## config.mk

```make
export PLATFORM = sky130hd
export DESIGN_NAME = uart_tx_arbiter
export DESIGN_NICKNAME = d
export VERILOG_FILES = /design/src/rtl/uart_pkg.sv /design/src/rtl/rr_picker.sv /design/src/rtl/uart_tx_arbiter.sv
export SDC_FILE = /design/constraint.sdc
export NUM_CORES = 1
export LEC_CHECK = 0
export CORE_MARGIN = 1
export CORE_UTILIZATION = 48
export CTS_CLUSTER_SIZE = 25
export DETAILED_ROUTE_END_ITERATION = 6
export GPL_TIMING_DRIVEN = 0
export MAX_ROUTING_LAYER = met4
export PLACE_DENSITY = 0.88
export SYNTH_ARGS = -nofsm -noshare
export SYNTH_HDL_FRONTEND = slang
export SYNTH_SLANG_ARGS = --single-unit
```

## constraint.sdc

```tcl
create_clock -name i_clk -period 4.8 [get_ports i_clk]
set_input_delay 1.44 -clock i_clk [delete_from_list [all_inputs] [get_ports i_clk]]
set_output_delay 1.44 -clock i_clk [all_outputs]
set_load 0.02 [all_outputs]
```

## src/rtl/uart_pkg.sv

```systemverilog
// Shared UART definitions: byte width common to the transmitter and the arbiter,
// plus the arbiter FSM state encoding.
package uart_pkg;

    localparam int unsigned UART_DATA_W = 8;

    typedef enum logic [1:0] {
        StIdle     = 2'd0,
        StStart    = 2'd1,
        StWaitDone = 2'd2
    } arb_state_e;

endpackage

```

## src/rtl/rr_picker.sv

```systemverilog
// Combinational round-robin picker: finds the first set request at or after
// the pointer (wrapping) and returns it one-hot and as an index.
module rr_picker #(
    parameter  int unsigned N_REQ = 4,
    localparam int unsigned IDX_W = $clog2(N_REQ)
) (
    input  logic [N_REQ-1:0] i_req,
    input  logic [IDX_W-1:0] i_ptr,
    output logic [N_REQ-1:0] o_pick,
    output logic [IDX_W-1:0] o_idx
);

    logic [IDX_W-1:0] w_k;
    logic             w_found;

    always_comb begin
        o_pick  = '0;
        o_idx   = '0;
        w_k     = '0;
        w_found = 1'b0;
        for (int unsigned off = 0; off < N_REQ; off++) begin
            w_k = IDX_W'((32'(i_ptr) + off) % N_REQ);
            if (!w_found && i_req[w_k]) begin
                w_found     = 1'b1;
                o_pick[w_k] = 1'b1;
                o_idx       = w_k;
            end
        end
    end

endmodule

```

## src/rtl/uart_tx_arbiter.sv

```systemverilog
// Round-robin scheduler sharing one UART transmitter between N_REQ byte producers.
// Optional START-phase timeout with sticky o_err when UART_ARB_TIMEOUT_EN is defined.
module uart_tx_arbiter
    import uart_pkg::*;
#(
    parameter  int unsigned N_REQ   = 4,
    parameter  int unsigned DATA_W  = UART_DATA_W,
    parameter  int unsigned TIMEOUT = 16,
    localparam int unsigned IDX_W   = $clog2(N_REQ)
) (
    input  logic                    i_clk,
    input  logic                    i_rst_n,
    input  logic [N_REQ-1:0]        i_req,
    input  logic [N_REQ*DATA_W-1:0] i_data,
    output logic [N_REQ-1:0]        o_grant,
    output logic [IDX_W-1:0]        o_owner,
    output logic                    o_tx_start,
    output logic [DATA_W-1:0]       o_tx_data,
    input  logic                    i_tx_busy,
    output logic                    o_active,
    output logic                    o_err
);

    if (N_REQ < 2 || N_REQ > 8) begin : g_bad_n_req
        $error("uart_tx_arbiter: N_REQ must be 2..8");
    end
    if (DATA_W != UART_DATA_W) begin : g_bad_data_w
        $error("uart_tx_arbiter: DATA_W must match the transmitter width");
    end
    if (TIMEOUT < 1) begin : g_bad_timeout
        $error("uart_tx_arbiter: TIMEOUT must be at least 1");
    end

    arb_state_e        r_state;
    arb_state_e        w_next_state;
    logic [IDX_W-1:0]  r_ptr;
    logic [N_REQ-1:0]  r_grant;
    logic [IDX_W-1:0]  r_owner;
    logic [DATA_W-1:0] r_data;
    logic [N_REQ-1:0]  w_pick;
    logic [IDX_W-1:0]  w_idx;
    logic [DATA_W-1:0] w_sel_data;
    logic              w_grant_go;
    logic              w_timeout;
    logic              w_err;

    rr_picker #(
        .N_REQ (N_REQ)
    ) u_rr_picker (
        .i_req  (i_req),
        .i_ptr  (r_ptr),
        .o_pick (w_pick),
        .o_idx  (w_idx)
    );

    // A busy transmitter in IDLE (e.g. after a mid-frame reset) blocks any grant.
    assign w_grant_go = (r_state == StIdle) && (|i_req) && !i_tx_busy;

    always_comb begin
        w_sel_data = '0;
        for (int unsigned k = 0; k < N_REQ; k++) begin
            if (w_pick[k]) begin
                w_sel_data = i_data[k*DATA_W +: DATA_W];
            end
        end
    end

    always_ff @(posedge i_clk) begin
        if (!i_rst_n) begin
            r_state <= StIdle;
        end else begin
            r_state <= w_next_state;
        end
    end

    always_comb begin
        w_next_state = r_state;
        unique case (r_state)
            StIdle:     if (w_grant_go) w_next_state = StStart;
            StStart: begin
                if (i_tx_busy) begin
                    w_next_state = StWaitDone;
                end else if (w_timeout) begin
                    w_next_state = StIdle;
                end
            end
            StWaitDone: if (!i_tx_busy) w_next_state = StIdle;
            default:    w_next_state = StIdle;
        endcase
    end

    always_comb begin
        o_tx_start = (r_state == StStart);
        o_active   = (r_state != StIdle);
        o_grant    = r_grant;
        o_owner    = r_owner;
        o_tx_data  = r_data;
        o_err      = w_err;
    end

    always_ff @(posedge i_clk) begin
        if (!i_rst_n) begin
            r_ptr   <= '0;
            r_grant <= '0;
            r_owner <= '0;
            r_data  <= '0;
        end else begin
            r_grant <= w_grant_go ? w_pick : '0;
            if (w_grant_go) begin
                r_owner <= w_idx;
                r_data  <= w_sel_data;
                r_ptr   <= (w_idx == IDX_W'(N_REQ - 1)) ? '0 : w_idx + 1'b1;
            end
        end
    end

`ifdef UART_ARB_TIMEOUT_EN
    localparam int unsigned CNT_W = $clog2(TIMEOUT + 1);

    logic [CNT_W-1:0] r_cnt;
    logic             r_err;

    // START lasts exactly TIMEOUT cycles when busy never rises.
    assign w_timeout = (r_state == StStart) && !i_tx_busy && (r_cnt == CNT_W'(TIMEOUT - 1));
    assign w_err     = r_err;

    always_ff @(posedge i_clk) begin
        if (!i_rst_n) begin
            r_cnt <= '0;
            r_err <= 1'b0;
        end else begin
            r_cnt <= (r_state == StStart) ? r_cnt + 1'b1 : '0;
            if (w_timeout) begin
                r_err <= 1'b1;
            end
        end
    end
`else
    assign w_timeout = 1'b0;
    assign w_err     = 1'b0;
`endif

endmodule

```

==> results.ini, run 1 <==
[outcome]
status = finished, final reports clean

[layout]
fin_util_pct = 69.82
fin_nets = 311
area_growth_pct = 36.24
nFillCells = 290
drive_above_1_share_pct = 11.74
fin_cells = 310
n_antenna_cell = 0

[power_and_ir_drop]
power_density_mw_per_mm2 = 279.7
irDropWorstVdd_uv = 133.5
leakage_nw = 0.8483

[route]
viasPerCell = 6.168
first_pass_iters = 4
wl_per_cell_um = 16.43
detail-route-antenna-nets = 0
drc = 0
drtIter0Drc = 189
vias = 1912
totalWireLength_um = 5092

[yosys]
synth_flop_cell = dfxtp_1
async_flop_share_pct = 0
synth_top_family_by_area = compound AO/OA/AOI/OAI gates
synth-edff-count = 0
ys_seq_elements = 18
synth_top_area_cell = dfxtp_1
syn_avg_cell_area_um2 = 8.497
yosysUniqueCellTypes = 49
synth_nets = 252
synth-compound-area-share_pct = 38.67
synth_area_mm2 = 0.001750
synth_top_area_share_pct = 20.59
synthTopCellsByArea = dfxtp_1 (21%), o211ai_1 (7.7%), a211oi_1 (7.3%)
synthMuxAreaShare_pct = 6.219
seq_area_frac_synth_pct = 20.59
yosysWarnings = 0
synthAdderAreaFrac_pct = 5.004
yosys.area_share.xor_xnor_pct = 0.5004
syn_inst = 206
synth-simple-area-share_pct = 21.23

[clocking]
cts_resized = 0
numCtsBuffers = 3
clock-sinks = 18
post_cts_buffers = 0
cts_tree = done
clockBufferDepth = 2
clkLatencyLatePin_ps = 310
ctsHoldBuffers = 0
clk_pin_slew_ps = 120
htreeDepth = 1
clockRootBuffer = clkbuf_4

[grt]
grt_pass1_vias = 1907
grt_overflow = 0
grt_max_degree = 11
grt_antenna_before_repair = 0
grt_pass1_wl_um = 8390
grtUsageTotal_pct = 27.74

[setup_path]
reg2reg_slack_ps = 1360
crit_start = i_req[2]
worstReg2RegEnd = o_tx_data[6]$_SDFFE_PN0P_
cp_data_required_time_ps = 5050
path_cells = clkdlybuf4s50_1, buf_2, nand3b_1, a2111oi_4, o21ai_1, nand2_1, a211oi_1, a2bb2oi_1
startpoint_type = primary input
cpMaxStageDelayCell = o21ai_1
crit_type = primary input to flip-flop
crit_fanout = 10
end_kind = flip-flop
worstRegToRegCells = 10
slowest_delay_ps = 670
worstPathArrival_ps = 4000
cp-endpoint = o_tx_data[6]$_SDFFE_PN0P_

[timing]
rsz0062_at_grt = no
finalCritPeriodShare_pct = 78.08
max_freq_ghz = 0.2668
slew_viol_final = 0
skew_ps = 11.52
setup_ws_ps = 1052
tightest_slew_ps = 835.6
fin_crit_ps = 3748
hold_viol = 0
max_slew_margin_pct = 43.92
setup_tns_ps = 0
setup_viol = 0
holdWs_ps = 460.3

[placement]
gp_congestion = 0.9052
dp_cells = 306
numPortBuffers = 54
dp_slack_ps = 818.1
dp_hpwl_um = 3666

[floorplan]
die_area_mm2 = 0.003893
die_y_um = 62.39
start_util_pct = 51.25
row_count = 21
core_area_mm2 = 0.003416
pin_count = 56
die_x_um = 62.39

[job]
cap_violations = 0

[worst_hold_path]
holdCritPathClass = flip-flop to flip-flop

[power by group]
part	internal, W	leakage [nW]	switching, W
combinational	0.000173	0.680	0.000201
clock	0.0000463	0.0210	0.0000533
sequential	0.000173	0.147	0.0000201
total	0.000392	0.848	0.000275
[critical path: cells and delay by family]
family / cells / cell delay (ps)
AO/OA/AOI/OAI: 4 / 1260
buffers and inverters: 2 / 710
AND/OR/NAND/NOR: 2 / 590
[per-layer routing]
layer,share of wire (%),global-route usage [%],vias up
li1,-,-,907
met1,41,32.66,874
met2,47,45.05,118
met3,10,5.474,13
met4,2.1,13.95,0
met5,0,-,-
[cell families (layout without fill, tap and decap cells)]
family | count (synthesis) | after routing
fa+ha+maj | 7 | 7
mux | 7 | 7
compound gates | 85 | 85
xor+xnor | 1 | 1
simple gates | 60 | 60
other cells | 1 | 1
buf+inv | 27 | 85
flops | 18 | 18
[synth_stat cells (all sizes together), types with 3 or more instances]
cell type and count:
a211oi 18, a21oi 6, a2bb2oi 8, a31oi 11
and2 4, buf 11, clkbuf 5, dfxtp 18
ha 7, inv 11, mux2i 3, mux4 3
nand2 12, nand3 4, nand3b 13, nor2 5
nor2b 6, nor3 3, o211ai 20, o21ai 14
[area by class of cell]
| type | instances | area [µm²] | share of cell area, % |
|---|---|---|---|
| tap | 46 | 57.56 | 2.413 |
| buffer | 16 | 91.34 | 3.830 |
| multi-input combinational | 161 | 1257 | 52.73 |
| inverter | 11 | 41.29 | 1.731 |
| clock buffer | 4 | 36.28 | 1.522 |
| timing repair buffer | 54 | 540.5 | 22.67 |
| sequential | 18 | 360.3 | 15.11 |
[how the worst min path moves through the flow]
stage                                 start                 endpoint  depth (start not counted)
finish              o_owner[1]$_SDFFE_PN0P_  o_owner[1]$_SDFFE_PN0P_                          2
global route        o_owner[1]$_SDFFE_PN0P_  o_owner[1]$_SDFFE_PN0P_                          2
CTS                 o_owner[1]$_SDFFE_PN0P_  o_owner[1]$_SDFFE_PN0P_                          2
detailed placement  o_owner[1]$_SDFFE_PN0P_  o_owner[1]$_SDFFE_PN0P_                          2
global placement    o_owner[1]$_SDFFE_PN0P_  o_owner[1]$_SDFFE_PN0P_                          2
floorplan           o_owner[1]$_SDFFE_PN0P_  o_owner[1]$_SDFFE_PN0P_                          2
[registers in the layout, indices dropped and copies added (netlist names), named ones only]
| name | count |
|---|---|
| o_owner | 2 |
| o_tx_data | 8 |
| o_grant | 4 |
| r_ptr | 1 |
| r_state | 2 |
[cell usage in the layout, fill, tap and decap left out, types with 3 or more instances in the layout]
cell type / netlist / layout
o21ai_0: 9 / 9
mux4_2: 3 / 3
o211ai_1: 18 / 18
nand3_1: 4 / 4
nand3b_1: 13 / 13
clkdlybuf4s50_1: 0 / 54
nand2_1: 12 / 12
buf_2: 7 / 7
mux2i_1: 3 / 3
and2_1: 3 / 3
nor2b_1: 6 / 6
inv_1: 11 / 11
a21oi_1: 6 / 6
a2bb2oi_1: 7 / 7
clkbuf_4: 0 / 3
ha_1: 7 / 7
clkbuf_1: 5 / 5
o21ai_1: 5 / 5
a211oi_1: 17 / 17
dfxtp_1: 18 / 18
a31oi_1: 10 / 10
nor2_1: 5 / 5
[per-stage QoR]
stage | cell area, µm² | power [W]
5_1_grt | 2385 | 0.0007130
6_report | 2385 | 0.0006670
3_3_place_gp | 2349 | 0.0005577
4_1_cts | 2385 | 0.0006640
2_1_floorplan | 1750 | 0.0004384
3_5_place_dp | 2349 | 0.0005642
(Power assumes the default switching activity.)
==> run 2, diff against run 1 <==
--- a/config.mk
+++ b/config.mk
@@ -6,12 +6,12 @@
 export NUM_CORES = 1
 export LEC_CHECK = 0
 export CORE_MARGIN = 1
-export CORE_UTILIZATION = 48
+export CORE_UTILIZATION = 47
 export CTS_CLUSTER_SIZE = 25
 export DETAILED_ROUTE_END_ITERATION = 6
 export GPL_TIMING_DRIVEN = 0
 export MAX_ROUTING_LAYER = met4
-export PLACE_DENSITY = 0.88
+export PLACE_DENSITY = 0.86
 export SYNTH_ARGS = -nofsm -noshare
 export SYNTH_HDL_FRONTEND = slang
 export SYNTH_SLANG_ARGS = --single-unit
==> constraint.sdc (replaced) <==
create_clock -name i_clk -period 3.6 [get_ports i_clk]
set_input_delay 1.08 -clock i_clk [delete_from_list [all_inputs] [get_ports i_clk]]
set_output_delay 1.08 -clock i_clk [all_outputs]
set_load 0.02 [all_outputs]
==> results.ini, run 2 (synthesis gave the netlist of run 1 again) <==
[floorplan]
pin_count = 56  ; unchanged
core_area_mm2 = 0.003442  ; +0.77%
start_util_pct = 50.85  ; -0.39 points
die_y_um = 63.03  ; +1.0%
row_count = 21  ; unchanged
die_area_mm2 = 0.003972  ; +2.0%
die_x_um = 63.03  ; +1.0%

[power_and_ir_drop]
irDropWorstVdd_uv = 199.7  ; +50%
power_density_mw_per_mm2 = 387.0  ; +38%
leakage_nw = 0.8561  ; +0.92%

[timing]
hold_viol = 0  ; unchanged
finalCritPeriodShare_pct = 95.13
rsz0062_at_grt = no
skew_ps = 7.021  ; -4.499 ps
setup_tns_ps = 0  ; unchanged
max_freq_ghz = 0.2920
slew_viol_final = 0  ; unchanged
fin_crit_ps = 3425
setup_viol = 0  ; unchanged
tightest_slew_ps = 776.0  ; -59.60 ps
max_slew_margin_pct = 47.92  ; +4.0 points

[setup_path]
worstPathArrival_ps = 3610  ; -390 ps
slowest_delay_ps = 630  ; -40 ps
cpMaxStageDelayCell = o21ai_1
path_cells = clkdlybuf4s50_1, buf_2, nand3b_1, a2111oi_4, o21ai_1, nand2_1, a211oi_1, a2bb2oi_1
cp_data_required_time_ps = 3790  ; -1260 ps
crit_type = primary input to flip-flop
end_kind = flip-flop
crit_fanout = 10  ; unchanged
startpoint_type = primary input

[layout]
drive_above_1_share_pct = 12.12  ; +0.38 points
largest_register_ffs = 8  ; unchanged
area_growth_pct = 37.53
fin_util_pct = 69.94  ; +0.12 points
design_area_mm2 = 0.002407  ; +0.94%
final_cell_mix = clkdlybuf4s50_1 (54), o211ai_1 (18), dfxtp_1 (18)
layout_commonest_cell = clkdlybuf4s50_1
fin_nets = 311  ; unchanged
n_antenna_cell = 0  ; unchanged
nFillCells = 281  ; -3.1%

[clocking]
cts_tree = done
ctsHoldBuffers = 0  ; unchanged
numCtsBuffers = 3  ; unchanged
clock-sinks = 18  ; unchanged
clkLatencyLatePin_ps = 270  ; -40 ps
clockRootBuffer = clkbuf_8
clockBufferDepth = 2  ; unchanged
htreeDepth = 1  ; unchanged
cts_resized = 0  ; unchanged
clk_pin_slew_ps = 70  ; -50 ps
post_cts_buffers = 0  ; unchanged

[job]
cap_violations = 0  ; unchanged

[route]
detail-route-antenna-nets = 0  ; unchanged
drc = 0  ; unchanged
drtIter0Drc = 192  ; +1.6%
vias = 1897  ; -0.78%
wl_per_cell_um = 16.73  ; +1.8%
wl_met2_um = 2387  ; +0.51%
first_pass_iters = 4  ; unchanged
dr.max_layer_used = met4
totalWireLength_um = 5185  ; +1.8%
viasPerCell = 6.119  ; -0.78%
wl_met1_um = 2271  ; +8.7%
wl_met3_um = 368  ; -29%

[worst_hold_path]
holdCritPathClass = flip-flop to flip-flop

[grt]
grt_pass1_vias = 1760  ; -7.7%
grt_pass1_wl_um = 8321  ; -0.82%
grt_antenna_before_repair = 0  ; unchanged
grt_overflow = 0  ; unchanged
grt_max_degree = 11  ; unchanged
grtUsageTotal_pct = 27.27  ; -0.47 points

[placement]
numPortBuffers = 54  ; unchanged
dp_hpwl_um = 3754  ; +2.4%
placed_area_mm2 = 0.002349  ; unchanged
gp_congestion = 0.8777  ; -3.0%

[outcome]
status = finished, final reports clean

run 2: final timing paths:
kind	startpoint	endpoint	slack, ps	cells past startpoint
worst max-delay path	i_req[2]	o_tx_data[5]$_SDFFE_PN0P_	180	8
worst min-delay path	o_owner[1]$_SDFFE_PN0P_	o_owner[1]$_SDFFE_PN0P_	480	2
worst max register to register	flip-flop	o_tx_data[5]$_SDFFE_PN0P_	190	10
worst min register to register	o_owner[1]$_SDFFE_PN0P_	o_owner[1]$_SDFFE_PN0P_	480	2
run 2: per-stage QoR:
step	total power (W)	instances	hold WS, ps	setup slack (ps)
after CTS	0.0009253	310	478.2	213.0
final	0.0009317	310	482.2	175.2
after detailed placement	0.0007533	306	459.1	-58.56
after global routing	0.0009810	310	512.8	26.48
after global placement	0.0007471	306	456.4	-21.49
after floorplan	0.0005846	206	532.2	724.1
run 2: layer usage:
metal	vias up	global-route usage, %
met5	-	-
met4	0	12.21
met3	20	4.927
met2	97	41.53
met1	868	34.81
li1	912	-
run 2: layout make-up:
class                      instances  area (µm²)  area share [%]
multi-input combinational        161        1261           52.39
buffer                            16       91.34           3.794
sequential                        18       360.3           14.97
inverter                          11       41.29           1.715
clock buffer                       4       55.05           2.287
tap                               46       57.56           2.391
timing repair buffer              54       540.5           22.45
run 2: power by group:
group	total (W)	switching [W]	internal, W
Clock	0.000173	0.0000754	0.0000976
Combinational	0.000501	0.000269	0.000232
Sequential	0.000258	0.0000279	0.000230
run 2: worst max-delay path, delay by kind of cell:
kind            cells  cell delay [ps]
compound gates      4             1260
buf+inv             2              700
simple gates        2              580
==> run 3, diff against run 2 <==
--- a/config.mk
+++ b/config.mk
@@ -6,12 +6,14 @@
 export NUM_CORES = 1
 export LEC_CHECK = 0
 export CORE_MARGIN = 1
-export CORE_UTILIZATION = 47
-export CTS_CLUSTER_SIZE = 25
+export CORE_UTILIZATION = 42
+export CTS_CLUSTER_SIZE = 10
 export DETAILED_ROUTE_END_ITERATION = 6
 export GPL_TIMING_DRIVEN = 0
 export MAX_ROUTING_LAYER = met4
-export PLACE_DENSITY = 0.86
+export PLACE_DENSITY = 0.85
 export SYNTH_ARGS = -nofsm -noshare
 export SYNTH_HDL_FRONTEND = slang
+export SYNTH_HIERARCHICAL = 1
 export SYNTH_SLANG_ARGS = --single-unit
+export TNS_END_PERCENT = 1
==> results.ini, run 3 <==
[timing]
hold_viol = 0  ; unchanged
setup_ws_ps = 118.7  ; -56.46 ps
slew_viol_final = 0  ; unchanged
skew_ps = 8.027  ; +1.006 ps
finalCritPeriodShare_pct = 96.70  ; +1.6 points
fin_crit_ps = 3481  ; +56.46 ps
max_freq_ghz = 0.2872  ; -1.6%
tightest_slew_ps = 513.3  ; -262.7 ps
max_slew_margin_pct = 65.49  ; +18 points
setup_viol = 0  ; unchanged
rsz0062_at_grt = no

[outcome]
violations = design-rule violations
status = finished, violations left

[setup_path]
worstPathArrival_ps = 3670  ; +60 ps
startpoint_type = primary input
reg2reg_slack_ps = 430  ; +240 ps
end_kind = flip-flop
crit_fanout = 10  ; unchanged
worstReg2RegEnd = o_tx_data[3]$_SDFFE_PN0P_
cp_data_required_time_ps = 3790  ; about the same
worstRegToRegCells = 10  ; unchanged
r2r-start = r_ptr[1]$_SDFFE_PN0P_
path_cells = clkdlybuf4s50_1, mux4_2, nor2b_4, a221oi_1, o2bb2ai_1, clkbuf_4, nor2b_4, a221oi_1, o32ai_1
cpMaxStageDelayCell = mux4_2
crit_type = primary input to flip-flop
slowest_delay_ps = 630  ; about the same

[power_and_ir_drop]
p_switching_w = 0.0005267  ; +42%
irDropWorstVdd_uv = 345.8  ; +73%
power_density_mw_per_mm2 = 615.3  ; +59%
leakage_nw = 0.7278  ; -15%
seq_power_share_pct = 23.4  ; -4.3 points
clkPwrFrac_pct = 11.0  ; -7.6 points
p_int_w = 0.0006574  ; +17%
total_power_w = 0.001184  ; +27%
power_frac_comb_pct = 65.6  ; +12 points
switching_share_pct = 44.48  ; +4.5 points

[grt]
gr-usage-met2_pct = 45.02  ; +3.5 points
use_met1_pct = 28.73  ; -6.1 points
grt_pass1_vias = 1454  ; -17%
grt_util_met3_pct = 4.989  ; +0.062 points
grt_overflow = 0  ; unchanged
grt_pass1_wl_um = 6403  ; -23%
grt_max_degree = 11  ; unchanged
grt_antenna_before_repair = 0  ; unchanged
grt.busiest_layer = met2
grtUsageTotal_pct = 26.08  ; -1.2 points

[route]
first_pass_iters = 6  ; +2
viasPerCell = 6.278  ; +2.6%
detail-route-antenna-nets = 0  ; unchanged
drtIter0Drc = 98  ; -49%
vias = 1444  ; -24%
totalWireLength_um = 4030  ; -22%
drc = 2  ; +2
wl_per_cell_um = 17.52  ; +4.8%

[clocking]
cts_tree = done
htreeDepth = 1  ; unchanged
clock-sinks = 18  ; unchanged
numCtsBuffers = 3  ; unchanged
clockBufferDepth = 2  ; unchanged
clkLatencyLatePin_ps = 310  ; +40 ps
ctsHoldBuffers = 0  ; unchanged
post_cts_buffers = 0  ; unchanged
cts_resized = 2  ; +2
clockRootBuffer = clkbuf_4
clk_pin_slew_ps = 100  ; +30 ps

[placement]
dp_slack_ps = -533.5  ; -475.0 ps
placed_area_mm2 = 0.001868  ; -20%
numPortBuffers = 54  ; unchanged
dp_cells = 228  ; -25%
dp_hpwl_um = 3104  ; -17%
gp_congestion = 0.8365  ; -4.7%

[yosys]
syn_avg_cell_area_um2 = 9.012  ; +6.1%
yosysWarnings = 6  ; +6
synth_top_family_by_area = compound AO/OA/AOI/OAI gates
synthTopCellsByArea = dfxtp_1 (28%), a221oi_1 (8.2%), mux4_2 (7.0%)
synth_area_mm2 = 0.001289  ; -26%
synth_top_area_cell = dfxtp_1
synthMuxAreaShare_pct = 8.641  ; +2.4 points
synth-simple-area-share_pct = 24.27  ; +3.0 points
synth-edff-count = 0  ; unchanged
yosys.area_share.xor_xnor_pct = 0.6796  ; +0.18 points
ys_top_cells_by_count = dfxtp_1 (18), nand2_1 (13), a221oi_1 (12)
synthAdderAreaFrac_pct = 5.825  ; +0.82 points
synth_flop_cell = dfxtp_1
yosysMostFrequentCell = dfxtp_1
async_flop_share_pct = 0  ; unchanged
synth_nets = 188  ; -25%
synth_top_area_share_pct = 27.96  ; +7.4 points
ys_seq_elements = 18  ; unchanged
synth-compound-area-share_pct = 27.18  ; -11 points
yosysUniqueCellTypes = 44  ; -10%
syn_inst = 143  ; -31%
seq_area_frac_synth_pct = 27.96  ; +7.4 points

[layout]
largest_register_ffs = 8  ; unchanged
drive_above_1_share_pct = 13.57  ; +1.4 points
multi_input_area_um2 = 878.3  ; -30%
design_area_mm2 = 0.001924  ; -20%
layout_commonest_cell = clkdlybuf4s50_1
fin_cells = 230  ; -26%
final_cell_mix = clkdlybuf4s50_1 (51), dfxtp_1 (18), nand2_1 (13)
fin_util_pct = 68.02  ; -1.9 points
area_growth_pct = 49.32
nFillCells = 221  ; -21%
n_antenna_cell = 0  ; unchanged
seq_area_um2 = 360.3  ; unchanged
fin_nets = 245  ; -21%

[worst_hold_path]
min_to = o_tx_data[2]$_SDFFE_PN0P_
holdCritPathClass = flip-flop to flip-flop
holdPathStages = 2  ; unchanged
hold_start = o_tx_data[2]$_SDFFE_PN0P_

[floorplan]
start_util_pct = 45.56  ; -5.3 points
row_count = 19  ; -9.5%
pin_count = 56  ; unchanged
die_area_mm2 = 0.003294  ; -17%
die_y_um = 57.40  ; -8.9%
die_x_um = 57.40  ; -8.9%
core_area_mm2 = 0.002829  ; -18%

[job]
cap_violations = 0  ; unchanged

==> run 3: cell count changes after synthesis, moves of 8 or more <==
cell,change
a211oi_1,-16
o32ai_1,+8
o211ai_1,-17
a31oi_1,-10
nand3b_1,-12
a221oi_1,+12
==> run 3: worst max-delay path, delay by kind of cell <==
family	cells	cell delay (ps)
AO/OA/AOI/OAI	4	800
multiplexers	1	630
AND/OR/NAND/NOR	2	320
buffers and inverters	2	840
==> run 3: how the worst max path moves through the flow <==
stage | from | end | slack, ps | depth (start not counted)
after CTS | i_req[3] | o_tx_data[3]$_SDFFE_PN0P_ | 20 | 9
after detailed placement | i_req[3] | o_tx_data[3]$_SDFFE_PN0P_ | -530 | 9
after floorplan | i_req[2] | o_tx_data[7]$_SDFFE_PN0P_ | 570 | 8
final | i_req[0] | o_tx_data[3]$_SDFFE_PN0P_ | 120 | 9
after global routing | i_req[0] | o_tx_data[3]$_SDFFE_PN0P_ | 30 | 8
after global placement | i_req[3] | o_tx_data[4]$_SDFFE_PN0P_ | -380 | 9
==> run 3: cells by family after synthesis <==
family	after synthesis
AND/OR/NAND/NOR	51
AO/OA/AOI/OAI	46
flip-flops	18
buffers and inverters	14
adder cells (fa/ha/maj)	6
multiplexers	6
other	1
XOR/XNOR	1
==> run 3: power by group through the flow <==
stage	logic (W)	clock network [W]	registers, W
after floorplan	0.000470	0	0.000321
after global placement	0.000716	0	0.000278
after detailed placement	0.000751	0	0.000283
after CTS	0.000754	0.000135	0.000278
after global routing	0.000840	0.000145	0.000284
final	0.000777	0.000130	0.000278
==> run 3: per-layer routing <==
metal | vias to the layer above | part of all wire, %
met4 | 0 | 1.9
met5 | - | 0
met2 | 45 | 55
met3 | 9 | 3.8
met1 | 714 | 40
li1 | 676 | -
==> run 3: stage by stage <==
| step | hold WS [ps] | TNS, ps |
|---|---|---|
| 6_report | 492.0 | 0 |
| 5_1_grt | 507.1 | 0 |
| 4_1_cts | 498.8 | 0 |
| 3_5_place_dp | 481.4 | -3637 |
| 3_3_place_gp | 462.7 | -2341 |
| 2_1_floorplan | 492.1 | 0 |
==> run 3: layout make-up <==
class	instances	area share [%]
plain buffers	7	2.276
clock buffers	4	1.886
inverters	5	0.9753
multi-input cells	111	45.64
flip-flops and latches	18	18.73
well taps	31	2.016
repair buffers	54	28.48
